### config.mk
export PLATFORM = sky130hd
export DESIGN_NAME = data_mem_responder
export DESIGN_NICKNAME = d
export VERILOG_FILES = /design/src/rtl/data_mem_pkg.sv /design/src/rtl/mem_array.sv /design/src/rtl/data_mem_responder.sv
export SDC_FILE = /design/constraint.sdc
export NUM_CORES = 2
export LEC_CHECK = 0
export BUFFER_PORTS_ARGS = -buffer_cell sky130_fd_sc_hd__buf_2
export CAP_MARGIN = 10
export CORE_ASPECT_RATIO = 1.2
export CORE_MARGIN = 4
export CORE_UTILIZATION = 55
export DETAILED_ROUTE_END_ITERATION = 7
export PLACE_DENSITY = 0.69
export SLEW_MARGIN = 20
export SYNTH_ARGS = -nofsm -noshare
export SYNTH_HDL_FRONTEND = slang
export SYNTH_SLANG_ARGS = --single-unit
### constraint.sdc
create_clock -name i_clk -period 5.65 [get_ports i_clk]
set_input_delay 1.13 -clock i_clk [delete_from_list [all_inputs] [get_ports i_clk]]
set_output_delay 1.13 -clock i_clk [all_outputs]
set_load 0.02 [all_outputs]
### src/rtl/data_mem_pkg.sv
// Shared types and defaults for the data-memory responder.
package data_mem_pkg;

    typedef enum logic [1:0] {
        IDLE,
        BUSY,
        DONE
    } state_e;

    typedef enum logic [1:0] {
        NONE,
        LOAD,
        STORE,
        BAD
    } op_e;

    localparam int unsigned DEPTH_DEFAULT = 256;
    localparam int unsigned WAIT_DEFAULT  = 2;

    // Load and store together cannot be honoured, so the pair decodes to BAD.
    function automatic op_e decode_op(input logic rd, input logic wr);
        if (rd && wr) begin
            return BAD;
        end
        if (rd) begin
            return LOAD;
        end
        if (wr) begin
            return STORE;
        end
        return NONE;
    endfunction

    function automatic logic addr_in_range(input logic [15:0] addr, input int unsigned depth);
        return {16'd0, addr} < depth;
    endfunction

endpackage

### src/rtl/mem_array.sv
// DEPTH x 16 storage: synchronous write, combinational read, no reset.
module mem_array #(
    parameter int unsigned DEPTH = 256,
    parameter int unsigned AW    = 8
) (
    input  logic          i_clk,
    input  logic          i_we,
    input  logic [AW-1:0] i_addr,
    input  logic [15:0]   i_wdata,
    output logic [15:0]   o_rdata
);

    logic [15:0] r_mem [DEPTH];

    // Single write port; contents survive reset by design.
    always_ff @(posedge i_clk) begin
        if (i_we) begin
            r_mem[i_addr] <= i_wdata;
        end
    end

    assign o_rdata = r_mem[i_addr];

endmodule

### src/rtl/data_mem_responder.sv
// Data-memory responder: latches one load/store, inserts WAIT_CYCLES wait
// states, then completes with a one-cycle ready (and err) pulse.
module data_mem_responder
    import data_mem_pkg::*;
#(
    parameter int unsigned DEPTH       = DEPTH_DEFAULT,
    parameter int unsigned WAIT_CYCLES = WAIT_DEFAULT
) (
    input  logic        i_clk,
    input  logic        i_rst_n,
    input  logic        i_mem_rd,
    input  logic        i_mem_wr,
    input  logic [15:0] i_addr,
    input  logic [15:0] i_wdata,
    output logic [15:0] o_rdata,
    output logic        o_stall,
    output logic        o_ready,
    output logic        o_err
);

    localparam int unsigned AW       = (DEPTH > 1) ? $clog2(DEPTH) : 1;
    localparam logic [2:0]  LAST_CNT = (WAIT_CYCLES == 0) ? 3'd0 : 3'(WAIT_CYCLES - 1);

    state_e      r_state;
    state_e      w_state_d;
    logic [2:0]  r_cnt;
    logic [2:0]  w_cnt_d;
    op_e         r_op;
    logic [15:0] r_addr;
    logic [15:0] r_wdata;
    logic [15:0] r_rdata;
    logic        r_ready;
    logic        r_err;

    op_e         w_op;
    logic [15:0] w_addr;
    logic [15:0] w_wdata;
    logic [15:0] w_arr_rdata;
    logic        w_req;
    logic        w_in_range;
    logic        w_enter_done;
    logic        w_we;

    assign w_req = i_mem_rd | i_mem_wr;

    // In IDLE the access comes straight from the inputs so a zero-wait access
    // can complete on the accepting edge; afterwards only latched values count.
    always_comb begin
        if (r_state == IDLE) begin
            w_op    = decode_op(i_mem_rd, i_mem_wr);
            w_addr  = i_addr;
            w_wdata = i_wdata;
        end else begin
            w_op    = r_op;
            w_addr  = r_addr;
            w_wdata = r_wdata;
        end
    end

    assign w_in_range   = addr_in_range(w_addr, DEPTH);
    assign w_enter_done = (w_state_d == DONE) && (r_state != DONE);
    assign w_we         = w_enter_done && (w_op == STORE) && w_in_range;

    // Next-state, wait counter and combinational stall.
    always_comb begin
        w_state_d = r_state;
        w_cnt_d   = r_cnt;
        o_stall   = 1'b0;
        unique case (r_state)
            IDLE: begin
                o_stall = w_req;
                if (w_req) begin
                    w_cnt_d   = 3'd0;
                    w_state_d = (WAIT_CYCLES == 0) ? DONE : BUSY;
                end
            end
            BUSY: begin
                o_stall = 1'b1;
                if (r_cnt == LAST_CNT) begin
                    w_state_d = DONE;
                end else begin
                    w_cnt_d = r_cnt + 3'd1;
                end
            end
            DONE: begin
                w_state_d = IDLE;
                w_cnt_d   = 3'd0;
            end
            default: begin
                w_state_d = IDLE;
                w_cnt_d   = 3'd0;
            end
        endcase
    end

    // State and counter registers.
    always_ff @(posedge i_clk or negedge i_rst_n) begin
        if (!i_rst_n) begin
            r_state <= IDLE;
            r_cnt   <= 3'd0;
        end else begin
            r_state <= w_state_d;
            r_cnt   <= w_cnt_d;
        end
    end

    // Request latches: captured on acceptance, operation cleared after completion.
    always_ff @(posedge i_clk or negedge i_rst_n) begin
        if (!i_rst_n) begin
            r_op    <= NONE;
            r_addr  <= 16'h0000;
            r_wdata <= 16'h0000;
        end else if ((r_state == IDLE) && w_req) begin
            r_op    <= w_op;
            r_addr  <= i_addr;
            r_wdata <= i_wdata;
        end else if (r_state == DONE) begin
            r_op <= NONE;
        end
    end

    // Completion outputs; rdata only moves when a load completes.
    always_ff @(posedge i_clk or negedge i_rst_n) begin
        if (!i_rst_n) begin
            r_ready <= 1'b0;
            r_err   <= 1'b0;
            r_rdata <= 16'h0000;
        end else begin
            r_ready <= w_enter_done;
            r_err   <= w_enter_done && ((w_op == BAD) || !w_in_range);
            if (w_enter_done && (w_op == LOAD)) begin
                r_rdata <= w_in_range ? w_arr_rdata : 16'h0000;
            end
        end
    end

    assign o_rdata = r_rdata;
    assign o_ready = r_ready;
    assign o_err   = r_err;

    mem_array #(
        .DEPTH (DEPTH),
        .AW    (AW)
    ) u_mem_array (
        .i_clk   (i_clk),
        .i_we    (w_we),
        .i_addr  (w_addr[AW-1:0]),
        .i_wdata (w_wdata),
        .o_rdata (w_arr_rdata)
    );

endmodule

==> Word-level counts from Yosys, hierarchy flattened <==
Memories as Yosys holds them, arrays and structs flattened.
Index checks and enable logic that the tools add are counted.
{ "totals": {"regBits": 57, "latch_bits": 0, "mem_bits_rw": 4096, "mem_bits_ro": 0, "input_bits": 36, "out_inout_bits": 19, "n_memories": 1} }
{ "op_classes": {"addsub": 1, "multipliers": 0, "div": 0, "magnitude_cmp": 1, "n_eq_ne": 10, "shift": 0, "mux": 30, "n_bitwise": 1, "n_reduce_logical": 12} }
{ "memory_table": {"columns": ["name", "depth", "width", "rd", "rd_clocked_by_memory_dff", "wr", "line_no", "source"], "rows": [
  ["u_mem_array.r_mem", 256, 16, 1, 0, 1, "mem_array.sv:13", "logic [15:0] r_mem [DEPTH];"]
]} }
{ "ops": {"columns": ["cell", "count"], "rows": [
  ["2-to-1 mux 16 bit", 3],
  ["2-to-1 mux 2 bit", 11],
  ["less-than comparator 16 x 9 -> 1 bit (second input constant)", 1],
  ["2-to-1 mux 1 bit", 11],
  ["equality test 2 bit (second input constant)", 4],
  ["logical AND 1 bit", 7],
  ["2-to-1 mux 3 bit", 2],
  ["inequality test 2 bit (second input constant)", 3],
  ["case mux 3 bit (2 select lines)", 1],
  ["equality test 2 x 1 -> 1 bit (second input constant)", 2],
  ["case mux 2 bit (2 select lines)", 1],
  ["adder 3 x 1 -> 3 bit (second input constant)", 1],
  ["equality test 3 x 1 -> 1 bit (second input constant)", 1],
  ["logical NOT 2 bit", 1],
  ["case mux 1 bit (2 select lines)", 1],
  ["AND reduction 2 bit", 1],
  ["nonzero test 2 bit", 1],
  ["logical NOT 1 bit", 1],
  ["logical OR 1 bit", 1],
  ["bitwise OR 1 bit", 1]
]} }

==> Longest topological paths before layout <==
{ "logic_depth": {"ltp_word": 17, "ltp_mapped": 13} }

==> Hierarchy <==
From an unflattened synthesis, not the netlist that was laid out.
{ "hier_totals": {"hier_cells": 6909, "area_unflattened_um2": 157775.1} }
{ "modules_own_cells": {"columns": ["mod", "n_inst", "cells_per_inst", "area_per_inst_um2", "seq_area_each_um2"], "rows": [
  ["mem_array", 1, 6711, 155078.7, 122998.0],
  ["data_mem_responder", 1, 198, 2696.3, 1426.4]
]} }

==> Least setup slack after synthesis <==
No wires, ideal clock.
{ "synth_timing": {"path_kind": "register to register", "start": "register r_state[1]", "end": "memory u_mem_array.r_mem[0][0], data pin", "setup_time_ns": 0.823, "arrival_time_ns": 4.698, "required_ns": 4.827, "setup_slack_ns": 0.130, "stages_incl_launch_ff": 9, "synth_period_minus_slack_ns": 5.520, "path_cell_list": "dfrtp_1 > buf_4 > nor2_8 > buf_6 > buf_4 > clkbuf_1 > clkbuf_1 > nand2_1 > nand2_1"} }
{ "synth_via": {"elab_chain_len": 2} }
{ "synth_lines": {"columns": ["element", "line_no", "source"], "rows": [
  ["start, declared", "data_mem_responder.sv:24", "state_e r_state;"],
  ["start signal, assigned", "data_mem_responder.sv:102", "r_state <= w_state_d;"],
  ["logical NOT 2 bit", "data_mem_responder.sv:49", "if (r_state == IDLE) begin"],
  ["2-to-1 mux 16 bit", "data_mem_responder.sv:49", null],
  ["named net u_mem_array.i_wdata[0]", "mem_array.sv:9", "input logic [15:0] i_wdata,"],
  ["end, declared", "mem_array.sv:13", null]
]} }
The timed path passes the listed nets, and every way through them passes these cells.

==> Worst setup path in the final report <==
{ "layout_timing": {"start": "register r_state[1]", "end": "register r_rdata[14], in the netlist o_rdata[14]"} }
{ "layout_via": {"elab_chain_len": 5} }
{ "layout_lines": {"columns": ["element", "line_no", "source"], "rows": [
  ["branches (longest 5 deep; another with memory read (256 x 16 bit))", null, null],
  ["end signal, assigned", "data_mem_responder.sv:132", "r_rdata <= w_in_range ? w_arr_rdata : 16'h0000;"],
  ["end, declared", "data_mem_responder.sv:31", "logic [15:0] r_rdata;"]
]} }
Several ways; the timed one is not identified.
A chain may end at the register's enable or synchronous reset.

==> qor.csv <==
stage,metric,value,unit
run_status,status,"complete, no violations",
worst_setup_path,Critical Path RT,6.43,ns
detailed_routing,Vias/cell,7.05,
sta,worst hold slack,0.116,ns
floorplanning,Die X,487,µm
cts,postcts setup bufs,0,
floorplanning,Vert. Die Dim,582,µm
sta,fin. max-slew vios,0,
detailed_routing,DRT antenna net count,0,
worst_setup_path,Setup CP Type,reg -> reg,
sta,Fin. Hold Viols,0,
cts,Root Buffer,clkbuf_16,
global_route,largest net degree at the start of global routing,224,
synth,Synth cell types,52,
finish,share of layout cells above drive strength 1,14.2,%
floorplanning,Boundary Pins,55,
detailed_routing,DR vias,92296,
pwr,P per Cell Area,587,nW/µm²
sta,fin crit period,5.64,ns
synth,Mapped Nets,8765,
worst_setup_path,CP most frequent cell,buf_4,
detailed_routing,first-pass detailed-route iteration total,8,
synth,Synth warnings,0,
placement,DP Wirelength,255000,µm
cts,clock-pin slew on the worst setup and hold paths,0.06,ns
sta,Worst Skew,0.0654,ns
synth,"EDFF count, synth",4096,
global_route,vias in the first global route,89145,
detailed_routing,initial drt markers,15388,
finish,nets,9195,
worst_setup_path,Setup crit start kind,flip-flop,
synth,"Avg Cell Area, Syn",17.3,µm²
synth,post-synthesis async set-or-reset flop share,1.37,%
worst_setup_path,crit-path cells,"nor2_8, buf_4, o21ai_4, buf_4, a22oi_1, a21oi_1, o41ai_1, a41oi_1, a2111oi_1, o21ai_1",
worst_setup_path,CP max-delay cell,o41ai_1,
hold_path,Hold Crit Class,in -> async,
placement,Cells after DPL,12373,
worst_setup_path,worst reg2reg setup slack,0.009,ns
pwr,Peak VDD IR,1.06,mV
floorplanning,Initial Utilization,55.3,%
pwr,Leak,52.3,nW
detailed_routing,drt wl/cell,34.4,µm
floorplanning,Rows,210,
worst_setup_path,FF-to-FF Start,r_state[1]$_DFF_PN0_,
cts,CTS Buffer Depth,4,
global_route,grt total ovfl,0,
worst_setup_path,RR Endpoint,o_rdata[14]$_DFFE_PN0P_,
synth,synthesized instance count,8727,
detailed_routing,drc violations,0,
floorplanning,DIE AREA,283000,µm²
finish,area delta synth->final,13.4,%
sta,FMAX,0.177,GHz
placement,IO Port Bufs,54,
cts,CTS tree,done,
synth,Yosys reg bits,4153,
synth,Post-Syn Area,151000,µm²
synth,register area share after synthesis,82.3,%
sta,Worst-Margin Slew,1.29,ns
worst_setup_path,Worst setup EP type,flip-flop,
global_route,first-pass GRT wire length,638000,µm
worst_setup_path,r2r worst-path depth,10,
sta,relative slew slack,14.0,%
sta,unrepaired setup endpoints after global routing,no,
sta,# setup viols final,0,
cts,worst skew pair latency,0.95,ns
detailed_routing,final wirelength,450000,µm
cts,H-Tree Depth,5,
synth,Main synth FF type,edfxtp_1,
placement,GPL Wtd Cong,0.930,
job,MaxCap Viol Count,0,
floorplanning,Std-Cell Core Area,273000,µm²
cts,Sink Count,4153,
sta,Sum Neg Setup Slack,0,ns
global_route,Total GRT Usage,31.0,%
worst_setup_path,max incr delay on CP,0.98,ns
finish,fin util,62.7,%
worst_setup_path,CP max FO,42,
finish,Final Non-Filler Cells,13090,
worst_setup_path,Worst EP arrival,6.42,ns
global_route,antenna violations before repair,18,
cts,TritonCTS Buffers,383,
sta,Tcrit/Tclk final,99.8,%
Yosys cell counts (25+ instances only):
cell type     n  area share, %
buf_2       389            1.3
clkbuf_1    185           0.46
a22oi_1     132           0.66
o22ai_1    1924            8.0
o21ai_0     871            2.9
o21ai_1     115           0.38
a41oi_1     226            1.3
edfxtp_1   4096             81
dfrtp_1      57           0.94
nor2_1      270           0.67
o41ai_1      48           0.28
mux2_2       33           0.25
buf_4        25           0.12
nand2_1     104           0.26
buf_6        36           0.27
nor4_1       26           0.11
a21oi_1      69           0.23
per-layer routing:
| layer | vias to the layer above | GRT usage (%) | share of wire (%) |
|---|---|---|---|
| met4 | 16 | 17.3 | 6.5 |
| met5 | - | 0 | 0.021 |
| li1 | 37466 | - | - |
| met2 | 7134 | 48.3 | 47 |
| met1 | 46345 | 40.5 | 34 |
| met3 | 1335 | 7.53 | 13 |
sequential cells by signal, summed over array words and instances (netlist names):
| register | flops |
|---|---|
| o_err | 1 |
| u_mem_array.r_mem | 4096 |
| r_state | 2 |
| r_cnt | 3 |
| o_ready | 1 |
| o_rdata | 16 |
| r_addr | 16 |
| r_op | 2 |
| r_wdata | 16 |
worst max path at each step:
stage,from,endpoint,slack (ns),depth (start not counted)
after floorplan,r_state[1]$_DFF_PN0_,u_mem_array.r_mem[0][0]$_DFFE_PP_,0.13,8
after global placement,i_addr[1],o_rdata[7]$_DFFE_PN0P_,-0.23,11
after detailed placement,i_addr[0],o_rdata[12]$_DFFE_PN0P_,-0.21,11
after CTS,r_state[0]$_DFF_PN0_,o_rdata[10]$_DFFE_PN0P_,0.07,11
after global routing,r_state[1]$_DFF_PN0_,o_rdata[14]$_DFFE_PN0P_,0.01,10
final,r_state[1]$_DFF_PN0_,o_rdata[14]$_DFFE_PN0P_,0.009,10
per-stage QoR:
| step | worst slack [ns] | cell area [µm²] | power [mW] |
|---|---|---|---|
| 3_3_place_gp | -0.231 | 159000 | 73.6 |
| 2_1_floorplan | 0.130 | 151000 | 61.0 |
| 4_1_cts | 0.0722 | 171000 | 99.8 |
| 6_report | 0.00930 | 171000 | 101 |
| 3_5_place_dp | -0.206 | 159000 | 74.5 |
| 5_1_grt | 0.0136 | 171000 | 103 |
final cells by class:
class	instances	area [µm²]
Timing Repair Buffer	683	6090
Tap cell	3604	4510
Clock buffer	483	10200
Multi-Input combinational cell	3926	23900
Fill cell	18467	102000
Sequential cell	4153	124000
Clock inverter	214	2140
Inverter	10	37.5
Antenna cell	17	42.5
cells in the final DEF (no fill, tap or decap), types with 16 or more instances in the layout:
cell / netlist / layout
a21oi_1: 69 / 68
a41oi_1: 226 / 226
buf_2: 389 / 53
nor2_1: 270 / 269
nand2_1: 104 / 72
nor4_1: 26 / 23
clkbuf_16: 0 / 391
clkinv_2: 0 / 72
nand3_1: 17 / 17
dfrtp_1: 57 / 57
nand4_1: 18 / 18
buf_4: 25 / 544
buf_12: 0 / 83
o21ai_1: 115 / 110
nand2_2: 0 / 16
edfxtp_1: 4096 / 4096
diode_2: 0 / 17
a22oi_1: 132 / 132
o21ai_0: 871 / 871
clkbuf_1: 185 / 82
clkinv_1: 0 / 71
o41ai_1: 48 / 32
o22ai_1: 1924 / 1924
bufinv_16: 0 / 39
nand2_4: 0 / 16
mux2_2: 33 / 33
worst max-delay path, delay by kind of cell, from the launching register on:
family	cells	cell delay [ns]
AOI/OAI and AO/OA	7	3.34
buffers and inverters	2	0.77
and+or+nand+nor	1	0.69
DFF	1	0.60
cells by family after synthesis:
group / after synthesis / synth area share [%]
XOR/XNOR: 1 / 0.00579
flip-flops: 4153 / 82.3
buffers and inverters: 648 / 2.18
multiplexers: 33 / 0.246
adder cells (fa/ha/maj): 2 / 0.0165
AO/OA/AOI/OAI: 3428 / 14.0
AND/OR/NAND/NOR: 462 / 1.30
where the power goes:
group / internal, mW / total, mW / switching (mW) / leakage, nW
clock network: 14.6 / 25.7 / 11.1 / 6.05
registers: 41.0 / 41.3 / 0.259 / 37.6
logic: 8.13 / 33.6 / 25.5 / 8.67
timing repair:
item | in CTS | in global routing
gates resized for setup | 2 | 1
hold buffers | 0 | 0
pin swaps | 0 | 0
setup endpoints to repair | 2 | 1
(Power assumes the default switching activity.)
